**config.mk**
```make
export PLATFORM = sky130hd
export DESIGN_NAME = expr_vector_sequencer
export DESIGN_NICKNAME = d
export VERILOG_FILES = /design/src/rtl/expr_vector_sequencer.sv
export SDC_FILE = /design/constraint.sdc
export NUM_CORES = 1
export LEC_CHECK = 0
export ABC_AREA = 1
export CAP_MARGIN = 20
export CORE_UTILIZATION = 35
export CTS_BUF_LIST = sky130_fd_sc_hd__clkbuf_4 sky130_fd_sc_hd__clkbuf_8 sky130_fd_sc_hd__clkbuf_16
export CTS_CLUSTER_DIAMETER = 50
export DETAILED_ROUTE_END_ITERATION = 10
export HOLD_SLACK_MARGIN = 0.05
export SYNTH_ARGS = -nofsm -noshare
export SYNTH_HDL_FRONTEND = slang
export SYNTH_SLANG_ARGS = --single-unit
```
**constraint.sdc**
```tcl
create_clock -name clk -period 2.4 [get_ports clk]
set_clock_uncertainty 0.05 [all_clocks]
set_input_delay 0.72 -clock clk [delete_from_list [all_inputs] [get_ports clk]]
set_output_delay 0.72 -clock clk [all_outputs]
set_load 0.01 [all_outputs]
```
**src/rtl/expr_vector_sequencer.sv**
```systemverilog
// Run controller for combinational expression datapaths: streams operand vectors
// onto dut_a/dut_b, captures dut_y after SETTLE cycles and folds it into a MISR.
module expr_vector_sequencer #(
  parameter int unsigned SETTLE = 1,
  parameter logic [31:0] POLY   = 32'h04C11DB7
) (
  input  logic        clk,
  input  logic        rst_n,
  input  logic        start,
  input  logic        abort,
  input  logic [15:0] vec_count,
  input  logic        in_valid,
  output logic        in_ready,
  input  logic [29:0] in_a,
  input  logic [29:0] in_b,
  output logic [29:0] dut_a,
  output logic [29:0] dut_b,
  input  logic [89:0] dut_y,
  output logic        out_valid,
  input  logic        out_ready,
  output logic [89:0] out_y,
  output logic [15:0] out_idx,
  output logic [31:0] sig,
  output logic        busy,
  output logic        done
);

  typedef enum logic [2:0] {S_IDLE, S_LOAD, S_WAIT, S_OUT, S_DONE} state_t;

  localparam logic [3:0] CNT_INIT = 4'(SETTLE - 1);

  state_t      state, state_nxt;
  logic [3:0]  cnt;
  logic [15:0] idx;
  logic [15:0] count;
  logic        run_clr, load_en, cnt_dec, cap_en, out_acc;

  function automatic logic [31:0] misr_step(input logic [31:0] s, input logic [89:0] y);
    logic [31:0] f;
    f = y[31:0] ^ y[63:32] ^ {6'b0, y[89:64]};
    return {s[30:0], 1'b0} ^ (s[31] ? POLY : 32'h0) ^ f;
  endfunction

  always_ff @(posedge clk or negedge rst_n) begin
    if (!rst_n) state <= S_IDLE;
    else        state <= state_nxt;
  end

  // Handshake outputs decode from state alone; abort overrides every transition.
  always_comb begin
    state_nxt = state;
    run_clr   = 1'b0;
    load_en   = 1'b0;
    cnt_dec   = 1'b0;
    cap_en    = 1'b0;
    out_acc   = 1'b0;
    in_ready  = (state == S_LOAD);
    out_valid = (state == S_OUT);
    busy      = (state != S_IDLE);
    done      = (state == S_DONE);
    if (abort && state != S_IDLE) begin
      state_nxt = S_IDLE;
    end else begin
      case (state)
        S_IDLE: if (start) begin
          run_clr   = 1'b1;
          state_nxt = (vec_count == 16'd0) ? S_DONE : S_LOAD;
        end
        S_LOAD: if (in_valid) begin
          load_en   = 1'b1;
          state_nxt = S_WAIT;
        end
        S_WAIT: if (cnt == 4'd0) begin
          cap_en    = 1'b1;
          state_nxt = S_OUT;
        end else begin
          cnt_dec   = 1'b1;
        end
        S_OUT: if (out_ready) begin
          out_acc   = 1'b1;
          state_nxt = (idx + 16'd1 == count) ? S_DONE : S_LOAD;
        end
        S_DONE:  state_nxt = S_IDLE;
        default: state_nxt = S_IDLE;
      endcase
    end
  end

  always_ff @(posedge clk or negedge rst_n) begin
    if (!rst_n) begin
      cnt     <= 4'd0;
      idx     <= 16'd0;
      count   <= 16'd0;
      dut_a   <= 30'd0;
      dut_b   <= 30'd0;
      out_y   <= 90'd0;
      out_idx <= 16'd0;
      sig     <= 32'd0;
    end else begin
      if (run_clr) begin
        sig   <= 32'd0;
        idx   <= 16'd0;
        count <= vec_count;
      end
      if (load_en) begin
        dut_a <= in_a;
        dut_b <= in_b;
        cnt   <= CNT_INIT;
      end else if (cnt_dec) begin
        cnt   <= cnt - 4'd1;
      end
      if (cap_en) begin
        out_y   <= dut_y;
        out_idx <= idx;
        sig     <= misr_step(sig, dut_y);
      end
      if (out_acc) idx <= idx + 16'd1;
    end
  end

endmodule

```
==> flow_summary.ini <==
[sta]
max_freq_ghz = 0.426
rsz0062_at_grt = true
tns_ps = 0
setup_viol = 0
tightestPinTransition_ps = 497
layout_setup_ws_ps = 53.5
fin_crit_sh_pct = 97.8
finalHoldViolations = 0
min_period_ps = 2350
drv_slew = 0
slew_headroom_pct = 66.6
whs_ps = 423

[floorplan]
rows = 63
start_util_pct = 35.6
die_h_um = 176
io_pins = 374
dieWidth_um = 176
dieArea_mm2 = 0.0310
coreArea_mm2 = 0.0297

[setup_path]
endpoint_kind = output port
r2r-start = cnt[0]$_DFFE_PN0P_
cp-start-kind = flop
crit_type = flop to output port
rrSetupSlack_ps = 370
worst_ep_arrival_time_ps = 1580
worstPathRequired_ps = 1630
ff2ff_path_depth = 9
rr_endpoint = sig[19]$_DFFE_PN0P_
crit_fanout = 5

[cells_and_area]
nets = 1786
n_antenna_cell = 0
area_growth_pct = 52.6
drive_gt1_share_pct = 7.39

[hold_path]
hold_end = out_y[56]$_DFFE_PN0P_
hold_path.class = flop to flop
whs_path_depth = 2
min_from = out_y[56]$_DFFE_PN0P_

[routing]
wl_mm = 32.1
postRouteAntennaNets = 0
num_vias = 9291
routed_via_density = 4.58
wl_per_cell_um = 15.8
drc = 0
dr.pass1.iters = 5
drt_iter0_drc = 445

[run_status]
outcome = finished, final reports clean

[power_and_ir_drop]
switchingPower_w = 0.00670
swShare_pct = 33.4
cellLeakagePower_nw = 7.62
clkPwrFrac_pct = 26.3
pwr-share-comb_pct = 40.0
peakVddDrop_uv = 666
seq_power_share_pct = 33.6
cell_internal_pwr_w = 0.0133
power.density_mw_per_mm2 = 1240

[grt]
antenna_found_initial = 0
track_usage_pct = 20.9
overflow = 0
first_global_vias = 9509
grt_max_degree = 84
grt_pass1_wl_mm = 51.4

[clock_network]
clk_latency_ps = 490
cts_tree = yes
cts-root-buf = clkbuf_16
ctsHtreeMaxLevel = 2
cts.clk_slew.worst_paths_ps = 50
cts_post_setup_buffers_inserted = 0
clockBufferDepth = 3
cts_sinks = 237
numCtsBuffers = 34

[synthesis]
synth_nets = 1400
syn_avg_cell_area_um2 = 8.64
async_flop_share_pct = 100
ys_warn_count = 0
synth_flop_cell = dfrtp_1
syn-cell-area_mm2 = 0.0106
synth-edff-count = 0
ys_seq_elements = 237
synth_cell_type_count = 29
yosysSeqAreaShare_pct = 56.0
postSynthCellCount = 1226

[placed_design]
preCtsSetupSlack_ps = 40.6
hpwl_mm = 23.4
portBuffers = 373
gp_congestion = 0.832

[run]
drv_cap = 0
==> cell families (layout without fill, tap and decap cells) <==
family	count (synthesis)	after routing	share of synthesized area (%)
AO/OA/AOI/OAI	92	92	4.62
buffers and inverters	105	517	4.06
AND/OR/NAND/NOR	682	682	26.1
flip-flops	237	237	56.0
adder cells (fa/ha/maj)	2	2	0.236
XOR/XNOR	108	108	8.93
==> layout by cell type, fill, tap and decap left out, drive strengths merged, types with 5 or more instances in the layout <==
cell           instances
buf                   28
o21ai                 72
xnor2                 64
clkdlybuf4s50        368
dfrtp                237
o22ai                 17
nand2                569
nand4                  8
nand3                 66
inv                   54
clkbuf                50
xor2                  44
clkinv                 5
nor3                   7
nor2                  31
==> worst max-delay path, stage by stage, from the launching register on <==
cell and delay [ps]:
dfrtp_2 450, nor3_2 230, inv_2 100, dlygate4sd2_1 300
==> cells in the mapped netlist (5+ instances only) <==
cell	instances	share of area, %
inv_1	49	1.7
nor2_1	23	0.82
nand2_1	565	20
nand4_1	8	0.47
o21ai_1	8	0.38
nor2_2	5	0.30
buf_2	28	1.3
xnor2_1	64	5.3
o21ai_0	63	3.0
o22ai_1	17	1.0
dfrtp_1	237	56
xor2_1	44	3.6
nand3_2	5	0.47
clkbuf_1	21	0.74
nand3_1	61	2.9
==> repair_timing <==
action | CTS | global route
hold buffers | 1 | 0
hold endpoints to repair | 26 | 0
gates resized for setup | 6 | 3
gates cloned | 0 | 0
pin swaps | 0 | 1
setup endpoints to repair | 4 | 3
==> power by group through the flow <==
| stage | logic (W) | registers (W) | clock network (W) |
|---|---|---|---|
| 6_report | 0.00803 | 0.00675 | 0.00528 |
| 4_1_cts | 0.00813 | 0.00675 | 0.00541 |
| 3_5_place_dp | 0.00810 | 0.00676 | 0 |
| 5_1_grt | 0.00881 | 0.00695 | 0.00558 |
| 2_1_floorplan | 0.00290 | 0.00735 | 0 |
| 3_3_place_gp | 0.00802 | 0.00674 | 0 |
==> how the worst max path moves through the flow <==
stage / startpoint / slack [ps] / to
after floorplan: idx[0]$_DFFE_PN0P_ / 610 / state[0]$_DFFE_PN0P_
after global placement: abort / 100 / sig[28]$_DFFE_PN0P_
after detailed placement: abort / 40 / sig[19]$_DFFE_PN0P_
after CTS: state[2]$_DFFE_PN0P_ / 10 / out_valid
after global routing: state[2]$_DFFE_PN0P_ / -10 / busy
final: state[2]$_DFFE_PN0P_ / 50 / busy
==> layer usage <==
metal  track usage, %  vias up  part of all wire [%]
met2             34.0      288                    47
met4             6.56        0                   2.6
met5                0        -                     0
met3             5.10       57                   6.6
met1             27.3     4329                    43
li1                 -     4617                     -
==> state kept, by name (all words and copies together), names as in the netlist <==
name / count
out_y: 90
out_idx: 16
dut_b: 30
idx: 16
sig: 32
count: 16
state: 3
dut_a: 30
cnt: 4
==> per-stage QoR <==
step           std cells  power, W  area (µm²)  util (%)
2_1_floorplan       1226    0.0102       10600         -
3_3_place_gp        1965    0.0148       14900      50.2
3_5_place_dp        1965    0.0149       14900      50.2
4_1_cts             2028    0.0203       16200      54.4
5_1_grt             2028    0.0213       16200      54.4
6_report            2028    0.0201       16200      54.4
==> cell type report <==
cell class	instances	area (µm²)
Fill cell	2691	13600
Sequential cell	237	5930
Multi-Input combinational cell	884	4240
Timing Repair Buffer	401	4070
Clock buffer	50	1050
Tap cell	390	488
Inverter	54	204
Clock inverter	12	171
Note: power is estimated with default switching activity, not from simulation.
